**config.mk**
```make
export PLATFORM = sky130hd
export DESIGN_NAME = ad7606_frame_packer
export DESIGN_NICKNAME = d
export VERILOG_FILES = /design/src/rtl/ad7606_frame_packer.sv
export SDC_FILE = /design/constraint.sdc
export NUM_CORES = 1
export LEC_CHECK = 0
export CORE_ASPECT_RATIO = 1.25
export CORE_MARGIN = 3
export CORE_UTILIZATION = 35
export DETAILED_ROUTE_END_ITERATION = 12
export PLACE_DENSITY_LB_ADDON = 0.2
export SLEW_MARGIN = 10
export SYNTH_ARGS = -nofsm -noshare
export SYNTH_HDL_FRONTEND = slang
export SYNTH_SLANG_ARGS = --single-unit
export TNS_END_PERCENT = 50
```
**constraint.sdc**
```tcl
create_clock -name clk -period 5.7 [get_ports clk]
set_input_delay 1.14 -clock clk [delete_from_list [all_inputs] [get_ports clk]]
set_output_delay 1.14 -clock clk [all_outputs]
set_load 0.1 [all_outputs]
```
**src/rtl/ad7606_frame_packer.sv**
```systemverilog
// AD7606 frame packer: snapshots the latest 8-channel sample set and, once per
// send tick, streams it to the UART TX core as a 19-byte frame:
// HEAD0, HEAD1, 16 data bytes (channel 1..8, high byte first), checksum.
module ad7606_frame_packer #(
  parameter int unsigned CLK_FRE  = 50,
  parameter int unsigned SEND_FRE = 2,
  parameter logic [7:0]  HEAD0    = 8'hAA,
  parameter logic [7:0]  HEAD1    = 8'h55
) (
  input  logic             clk,
  input  logic             rst_n,
  input  logic [7:0][15:0] ad7606_data,
  input  logic             ad7606_done,
  output logic [7:0]       tx_data,
  output logic             tx_valid,
  input  logic             tx_ready,
  output logic             busy,
  output logic             frame_drop
);

  localparam int unsigned PERIOD = (CLK_FRE * 1_000_000) / SEND_FRE;
  localparam int unsigned CW     = $clog2(PERIOD);
  localparam int unsigned IW     = 5;
  localparam logic [IW-1:0] LAST_IDX = IW'(18);

  localparam logic [1:0] S_IDLE = 2'd0;
  localparam logic [1:0] S_LOAD = 2'd1;
  localparam logic [1:0] S_SEND = 2'd2;

  logic [CW-1:0]    cnt;
  logic             tick;
  logic [7:0][15:0] shadow;
  logic [7:0][15:0] frame_buf;
  logic [7:0]       csum;
  logic [7:0]       sum_c;
  logic [1:0]       state_q, state_d;
  logic [IW-1:0]    idx_q, idx_d;
  logic [7:0]       tx_data_d;
  logic             tx_valid_d, busy_d, drop_d, load_c;

  // Byte presented at a given frame index.
  function automatic logic [7:0] byte_at(input logic [IW-1:0] idx,
                                         input logic [7:0][15:0] fb,
                                         input logic [7:0] cs);
    logic [3:0] off;
    off = 4'(idx - IW'(2));
    if (idx == IW'(0))          return HEAD0;
    else if (idx == IW'(1))     return HEAD1;
    else if (idx == LAST_IDX)   return cs;
    else if (off[0])            return fb[off[3:1]][7:0];
    else                        return fb[off[3:1]][15:8];
  endfunction

  // Free-running send-tick counter.
  assign tick = (cnt == CW'(PERIOD - 1));

  always_ff @(posedge clk or negedge rst_n) begin
    if (!rst_n)    cnt <= '0;
    else if (tick) cnt <= '0;
    else           cnt <= cnt + CW'(1);
  end

  // Shadow register tracks the most recent coherent sample set.
  always_ff @(posedge clk or negedge rst_n) begin
    if (!rst_n)           shadow <= '0;
    else if (ad7606_done) shadow <= ad7606_data;
  end

  // Mod-256 sum of the 16 data bytes held in the shadow.
  always_comb begin
    sum_c = '0;
    for (int i = 0; i < 8; i++) begin
      sum_c = sum_c + shadow[i][15:8] + shadow[i][7:0];
    end
  end

  // Frame buffer and checksum are frozen for the whole frame at LOAD.
  always_ff @(posedge clk or negedge rst_n) begin
    if (!rst_n) begin
      frame_buf <= '0;
      csum      <= '0;
    end else if (load_c) begin
      frame_buf <= shadow;
      csum      <= sum_c;
    end
  end

  // Next-state and next-output logic.
  always_comb begin
    state_d    = state_q;
    idx_d      = idx_q;
    tx_data_d  = tx_data;
    tx_valid_d = tx_valid;
    busy_d     = busy;
    drop_d     = 1'b0;
    load_c     = 1'b0;
    unique case (state_q)
      S_IDLE: begin
        tx_valid_d = 1'b0;
        busy_d     = 1'b0;
        if (tick) begin
          state_d = S_LOAD;
          busy_d  = 1'b1;
        end
      end
      S_LOAD: begin
        load_c     = 1'b1;
        drop_d     = tick;
        idx_d      = '0;
        tx_data_d  = HEAD0;
        tx_valid_d = 1'b1;
        busy_d     = 1'b1;
        state_d    = S_SEND;
      end
      S_SEND: begin
        drop_d = tick;
        if (tx_valid && tx_ready) begin
          if (idx_q == LAST_IDX) begin
            state_d    = S_IDLE;
            tx_valid_d = 1'b0;
            busy_d     = 1'b0;
          end else begin
            idx_d     = idx_q + IW'(1);
            tx_data_d = byte_at(idx_d, frame_buf, csum);
          end
        end
      end
      default: begin
        state_d    = S_IDLE;
        tx_valid_d = 1'b0;
        busy_d     = 1'b0;
      end
    endcase
  end

  // State and registered outputs.
  always_ff @(posedge clk or negedge rst_n) begin
    if (!rst_n) begin
      state_q    <= S_IDLE;
      idx_q      <= '0;
      tx_data    <= '0;
      tx_valid   <= 1'b0;
      busy       <= 1'b0;
      frame_drop <= 1'b0;
    end else begin
      state_q    <= state_d;
      idx_q      <= idx_d;
      tx_data    <= tx_data_d;
      tx_valid   <= tx_valid_d;
      busy       <= busy_d;
      frame_drop <= drop_d;
    end
  end

endmodule

```
==> results of run 1 <==
-- power groups by stage --
stage               registers [mW]  logic (mW)  clock network, mW
floorplan                     2.36        3.85                  0
global placement              2.39        5.01                  0
detailed placement            2.40        5.03                  0
CTS                           2.36        5.07               2.24
global route                  2.37        5.72               2.32
finish                        2.35        4.93               2.17
-- how the worst max path moves through the flow --
stage	startpoint	end	slack, ns	depth (start not counted)
floorplan	shadow[3]	csum[7]	0.58	17
global placement	shadow[3]	csum[7]	0.41	17
detailed placement	shadow[3]	csum[7]	0.34	17
CTS	shadow[3]	csum[7]	0.31	17
global route	shadow[3]	csum[7]	0.05	17
finish	shadow[3]	csum[7]	0.34	17
-- registers in the layout, indices dropped and copies added (netlist names) --
register and count:
busy 1, cnt 25, csum 8, frame_buf 128, frame_drop 1, idx_q 5, shadow 128, state_q 2
tx_data 8, tx_valid 1
-- worst max-delay path, stage by stage (launching register included) --
cell and delay, ns:
dfrtp_1 0.34, inv_1 0.07, fa_1 0.54, inv_1 0.07
fa_1 0.51, fa_1 0.52, fa_1 0.53, fa_1 0.54
inv_1 0.05, fa_1 0.58, inv_1 0.06, ha_1 0.28
a21o_1 0.18, a21oi_1 0.22, o21bai_1 0.09, a21oi_1 0.17
xnor3_1 0.23, mux2_2 0.26
-- final cells by class --
| class | instances | area, um^2 |
|---|---|---|
| clock buffers | 55 | 1050 |
| well taps | 572 | 716 |
| multi-input cells | 731 | 7220 |
| repair buffers | 160 | 1610 |
| fillers | 4154 | 25400 |
| clock inverters | 5 | 32.5 |
| flip-flops and latches | 307 | 7680 |
| inverters | 149 | 559 |
-- kinds of logic (layout without fill, tap and decap cells) --
family | Yosys count | in the layout
buf+inv | 201 | 369
flops | 307 | 307
fa+ha+maj | 110 | 110
xor+xnor | 58 | 58
compound gates | 132 | 132
simple gates | 165 | 165
mux | 266 | 266
-- per-stage QoR --
step	setup slack (ns)	power [mW]
after detailed placement	0.340	7.42
after floorplan	0.577	6.21
after global routing	0.0492	10.4
after CTS	0.309	9.67
final	0.345	9.46
after global placement	0.413	7.40
-- layout by cell type, fill, tap and decap left out, types with 3 or more instances in the layout --
| cell type | synthesis | routed |
|---|---|---|
| clkbuf_1 | 35 | 12 |
| mux4_2 | 8 | 8 |
| nand4_1 | 5 | 5 |
| a31o_2 | 4 | 4 |
| nor4_1 | 5 | 5 |
| a22oi_1 | 5 | 5 |
| xnor2_1 | 41 | 41 |
| inv_1 | 149 | 149 |
| xor2_1 | 14 | 14 |
| clkdlybuf4s50_1 | 0 | 140 |
| mux2i_1 | 42 | 42 |
| nand2_1 | 82 | 82 |
| o21ai_1 | 4 | 4 |
| ha_1 | 23 | 22 |
| clkbuf_8 | 0 | 6 |
| a221oi_1 | 4 | 4 |
| fa_1 | 87 | 87 |
| a2bb2oi_1 | 3 | 3 |
| a21oi_1 | 14 | 14 |
| nor2_1 | 23 | 23 |
| and2_1 | 4 | 4 |
| o22ai_1 | 26 | 26 |
| or3_1 | 5 | 5 |
| dfrtp_1 | 307 | 307 |
| buf_4 | 5 | 14 |
| a21o_1 | 3 | 3 |
| clkinv_2 | 0 | 3 |
| o21ai_0 | 62 | 62 |
| buf_12 | 0 | 4 |
| mux2_2 | 216 | 216 |
| clkbuf_16 | 0 | 37 |
| nand3_1 | 18 | 18 |
| nor3_1 | 10 | 9 |
| and4_1 | 3 | 3 |
-- routing by layer --
layer | up-vias | global-route usage (%) | share of wire [%]
li1 | 4445 | - | -
met1 | 4854 | 21.2 | 39
met2 | 177 | 31.3 | 53
met3 | 57 | 2.75 | 4.9
met4 | 0 | 4.78 | 2.4
met5 | - | 0 | 0
==> summary.md, run 1 <==
| Metric | Value |
|---|---|
| Reg2Reg Depth | 17 |
| CTS H-tree lvls | 2 |
| Die Span Y | 243 um |
| Logic pwr share | 52.1% |
| CTS buffer count | 36 |
| Nets@finish | about 1,600 |
| Initial antenna violation count | 0 |
| Register share of total power | 24.9% |
| Port bufs | around 140 |
| Clock latency on the worst-skew pair | about 0.54 ns |
| Synthesized flop and latch total | about 300 |
| Hold_sp | cnt[0] |
| Area Overhead vs Synth | 20.4% |
| Final cell count without fillers | around 2,000 |
| Number of flops mapped to enable cells by yosys | 0 |
| GP Congestion | 0.785 |
| Setup tns final | 0 ns |
| P_leak | 8.52 nW |
| Drt pass-1 iters | 4 |
| Crit. End Element | flop |
| Num rows | 86 |
| CTS tree | yes |
| Slew margin rel. | a little under a third |
| Primary FF master, synth | dfrtp_1 |
| Clock Path Buffers | 3 |
| Synth Area in Compound Gates | slightly above 5% |
| Max Clock Skew | 0.0192 ns |
| Hold_buf cts | 0 |
| Global-route wire length before repair | 62,600 um |
| Switch Pwr | 3.48 mW |
| # IOs | roughly 140 |
| Hold EP | cnt[0] |
| Routed wire length | 40,200 um |
| Adder-Cell Fraction of Synth Area | between 10% and 20% |
| Placed cells | ~1,900 |
| Power density over the cells | 501 nW/um^2 |
| Status | complete, no violations |
| CP max FO | 2 |
| Layout cells sized above 1 | 21.7% |
| Fin. Hold Viols | 0 |
| Synthesized area | 15,700 um^2 |
| Core ar. | 44,200 um^2 |
| Vias | approximately 9,500 |
| Worst-path clk slew | 0.06 ns |
| Chip width | 195 um |
| Initial Util | a little over a third |
| Post-synthesis simple-gate area fraction | 4.92% |
| Worst r2r dst | csum[7] |
| Number of global-route vias before repair | about 10,000 |
| Commonest cells post-synth | dfrtp_1, mux2_2, inv_1 |
| Unrepaired setup endpoints after global routing | no |
| Post-route ant nets | 0 |
| Sequential element share of the synthesized area | 49.0% |
| Final Critical Period | 5.36 ns |
| Cts repair resizes | 0 |
| ANT cells | 0 |
| Most numerous cell in the Yosys netlist | dfrtp_1 |
| Final Util | between 40% and 50% |
| Int Power | 5.97 mW |
| Sw frac | 36.8% |
| WS Path Type | reg2reg |
| Reg2reg setup slack | 0.34 ns |
| Reg2reg start | shadow[3] |
| Critical Path RT | 6.11 ns |
| Startpoint Class | flop |
| Top cell type's share of synthesized area | 49.0% |
| Initial drt markers | 396 |
| Max VDD drop | 1.10 mV |
| WHS Path Cells | 1 |
| Largest net degree at the start of global routing | 180 |
| Clock share of power | a little under a quarter |
| Ranking of synthesized cells by area | dfrtp_1, mux2_2, fa_1, inv_1, mux2i_1 |
| CTS Sinks | 307 |
| Post-DP HPWL | 29,300 um |
| Post-synth ARST share | 100% |
| Final period util | 94.0% |
| Syn_area_per_cell | 12.7 um^2 |
| Cell variety after synth | slightly above 50 |
| DIE AREA | approximately 47,000 um^2 |
| Number of max-cap violations | 0 |
| Crit path DAT | 5.77 ns |
| Synth Area in XOR/XNOR | 3.57% |
| All-Layer GR Usage | 17.2% |
| Post-CTS Setup Inserts | 0 |
| Post-DP Area | ~18,000 um^2 |
| Largest area contributor in the netlist | dfrtp_1 |
| Synthesized Nets | between 1,000 and 1,500 |
| Largest family of logic cells by synthesized area | multiplexers |
| Syn Inst Count | 1,239 |
| Ys Warns | 0 |
| Remaining Overflow, GRT | 0 |
| DR DRC count | 0 |
| WHS | 0.454 ns |
| Type of the most critical hold path | reg2reg |
| Routed vias/inst | 4.82 |
| Final Max Tran Viols | 0 |
| Portion of netlist area occupied by mux cells | 19.3% |
| Worst-margin pin slew | 1.02 ns |
| Wire length per cell | 20.3 um |
| CTS root buffer | clkbuf_16 |
| Design area | ~19,000 um^2 |
| Final setup viols | 0 |
| Achievable Freq | 0.187 GHz |
Note: power is estimated with default switching activity, not from simulation.
==> inputs of run 2 (changes only) <==
--- a/config.mk
+++ b/config.mk
@@ -8,7 +8,9 @@
 export CORE_ASPECT_RATIO = 1.25
 export CORE_MARGIN = 3
 export CORE_UTILIZATION = 35
+export CTS_CLUSTER_SIZE = 24
 export DETAILED_ROUTE_END_ITERATION = 12
+export GPL_TIMING_DRIVEN = 0
 export PLACE_DENSITY_LB_ADDON = 0.2
 export SLEW_MARGIN = 10
 export SYNTH_ARGS = -nofsm -noshare
==> summary.md, run 2 (synthesis results as in run 1) <==
| Metric | Value |
|---|---|
| Status | complete, no violations |
| Nets@finish | 1,662 (+2.2%) |
| Logic pwr share | 54.2% (+2.1 points) |
| Startpoint Class | flop |
| CP max FO | 2 (unchanged) |
| CTS tree | yes |
| Slowest Stage Delay on Critical Path | 0.59 ns (about the same) |
| Most used cell, CP | fa_1 |
| Drt pass-1 iters | 5 (+1) |
| CTS buffer count | 35 (-2.8%) |
| Final setup viols | 0 (unchanged) |
| Cell Chain, Critical Path | inv_1, fa_1, inv_1, fa_1, fa_1, fa_1, fa_1, inv_1, fa_1, inv_1, ha_1, a21o_1, a21oi_2, o21bai_1, a21oi_2, xnor3_1, mux2_2 |
| Sw frac | 38.6% (+1.7 points) |
| Area Overhead vs Synth | 21.2% |
| Chip width | 195 um (unchanged) |
| Crit path DAT | 5.90 ns (+0.13 ns) |
| Largest registers | frame_buf: 128 flops, shadow: 128 flops, cnt: 25 flops |
| Slowest-stage cell, CP | fa_1 |
| Worst-path clk slew | 0.06 ns (about the same) |
| Final period util | 96.5% (+2.5 points) |
| Max Clock Skew | 0.0252 ns (+0.00597 ns) |
| GR peak layer | met2 |
| Initial drt markers | 608 (+54%) |
| Most frequent cells in the layout | dfrtp_1, mux2_2, inv_1, clkdlybuf4s50_1, fa_1 |
| Largest net degree at the start of global routing | 108 (-40%) |
| Vias | 10,018 (+5.1%) |
| Clock latency on the worst-skew pair | 0.53 ns (about the same) |
| DR DRC count | 0 (unchanged) |
| Buf+Inv Stages, Crit Path | 4 (unchanged) |
| Fill count | 4,167 (+0.31%) |
| Final setup margin | 0.200 ns (-0.145 ns) |
| # IOs | 143 (unchanged) |
| Max VDD drop | 1.09 mV (-0.28%) |
| Initial antenna violation count | 0 (unchanged) |
| Type of the most critical hold path | reg2reg |
| Hold_sp | cnt[0] |
| Post-CTS Setup Inserts | 0 (unchanged) |
| WHS Path Cells | 1 (unchanged) |
| Reg2reg start | shadow[27] |
| Reg2Reg Depth | 17 (unchanged) |
| Met1 Usage GRT | 25.0% (+3.8 points) |
| Setup tns final | 0 ns (unchanged) |
| Remaining Overflow, GRT | 0 (unchanged) |
| DIE AREA | 47,400 um^2 (unchanged) |
| WS Path Type | reg2reg |
| WHS | 0.456 ns (+0.00138 ns) |
| P_leak | 8.58 nW (+0.72%) |
| Global-route wire length before repair | 69,500 um (+11%) |
| Routed wire length | 46,500 um (+16%) |
| Register share of total power | 23.6% (-1.3 points) |
| Post-route ant nets | 0 (unchanged) |
| Switch Pwr | 3.85 mW (+11%) |
| Worst r2r dst | csum[7] |
| Clock Path Buffers | 3 (unchanged) |
| Most common cell after layout, fill and taps aside | dfrtp_1 |
| CTS Sinks | 307 (unchanged) |
| Number of global-route vias before repair | 10,751 (+3.9%) |
| Clock share of power | 22.2% (-0.8 points) |
| M2 GR Usage | 34.1% (+2.8 points) |
| Worst-margin pin slew | 1.18 ns (+0.162 ns) |
| Reg2reg setup slack | 0.20 ns (-0.14 ns) |
| Final Critical Period | 5.50 ns (+0.145 ns) |
| Num rows | 86 (unchanged) |
| All-Layer GR Usage | 19.8% (+2.6 points) |
| Die Span Y | 243 um (unchanged) |
| Post-DP HPWL | 34,900 um (+19%) |
| Kind of cell adding the most delay to the critical path | adder cells |
| CTS root buffer | clkbuf_16 |
| Hold EP | cnt[0] |
| CTS H-tree lvls | 2 (unchanged) |
| Port bufs | 141 (-0.70%) |
| ANT cells | 0 (unchanged) |
| M3 GR Usage | 3.28% (+0.53 points) |
| Critical Path RT | 6.10 ns (about the same) |
| Unrepaired setup endpoints after global routing | no |
| Post-Place Setup Slack | 0.0413 ns (-0.299 ns) |
| Crit. End Element | flop |
| Routed vias/inst | 4.97 (+3.2%) |
| Number of max-cap violations | 0 (unchanged) |
| Fin. Hold Viols | 0 (unchanged) |
| Power density over the cells | 526 nW/um^2 (+4.9%) |
| Post-DP Area | 17,900 um^2 (+0.59%) |
| GP Congestion | 0.879 (+12%) |
| Core ar. | 44,200 um^2 (unchanged) |
| Wire length per cell | 23.1 um (+14%) |
| Final Max Tran Viols | 0 (unchanged) |
| Design area | 19,000 um^2 (+0.71%) |
| Slew margin rel. | 21.1% (-11 points) |
| Layout cells sized above 1 | 21.3% (-0.40 points) |
| Initial Util | 35.4% (unchanged) |
| Achievable Freq | 0.182 GHz (-2.6%) |
| Final Util | 43.0% (+0.30 points) |
| Int Power | 6.14 mW (+2.8%) |
-- run 2: changes by cell type in the layout (fill, tap and decap cells not counted), sizes merged --
cell    previous run  this run
inv              151       150
bufinv             0         2
buf               20        21
clkinv             3         8
clkbuf            55        84
-- run 2: how the worst max path moves through the flow --
stage,from,to,slack [ns],cells past startpoint
finish,shadow[27],csum[7],0.20,17
global route,shadow[75],csum[7],0.006,17
CTS,shadow[3],csum[7],0.08,17
detailed placement,shadow[27],csum[7],0.04,17
global placement,rst_n,shadow[37],-10.28,1
floorplan,shadow[3],csum[7],0.58,17
-- run 2: power by group through the flow --
stage	sequential, mW	combinational, mW	clock, mW
final	2.36	5.41	2.22
after global routing	2.37	6.13	2.37
after detailed placement	2.40	5.33	0
after floorplan	2.36	3.85	0
after CTS	2.36	5.48	2.28
after global placement	2.41	5.27	0
-- run 2: final cells by class --
type	instances	area [um^2]	share of cell area, %
clock buffer	49	998	5.25
inverter	149	559	2.94
sequential	307	7680	40.4
clock inverter	11	109	0.573
multi-input combinational	731	7210	37.9
timing repair buffer	144	1500	7.89
buffer	52	236	1.24
tap	572	716	3.77
-- run 2: routing by layer --
metal | vias to the layer above | routed length (um)
li1 | 4518 | -
met1 | 5166 | 18900
met2 | 254 | 23500
met3 | 80 | 2100
met4 | 0 | 1990
met5 | - | 0
-- run 2: what timing repair did --
| item | 4_1_cts | 5_1_grt |
|---|---|---|
| pin swaps | 0 | 1 |
| hold buffers | 0 | 0 |
| endpoints found under the setup margin | 1 | 1 |
| resized for setup | 1 | 1 |
| cloned | 0 | 0 |
| endpoints found under the hold margin | 0 | 0 |
-- run 2: per-stage QoR --
stage	power [mW]	std cells
floorplan	6.21	1239
global placement	7.68	1952
detailed placement	7.73	1955
CTS	10.1	2015
global route	10.9	2015
finish	9.99	2015
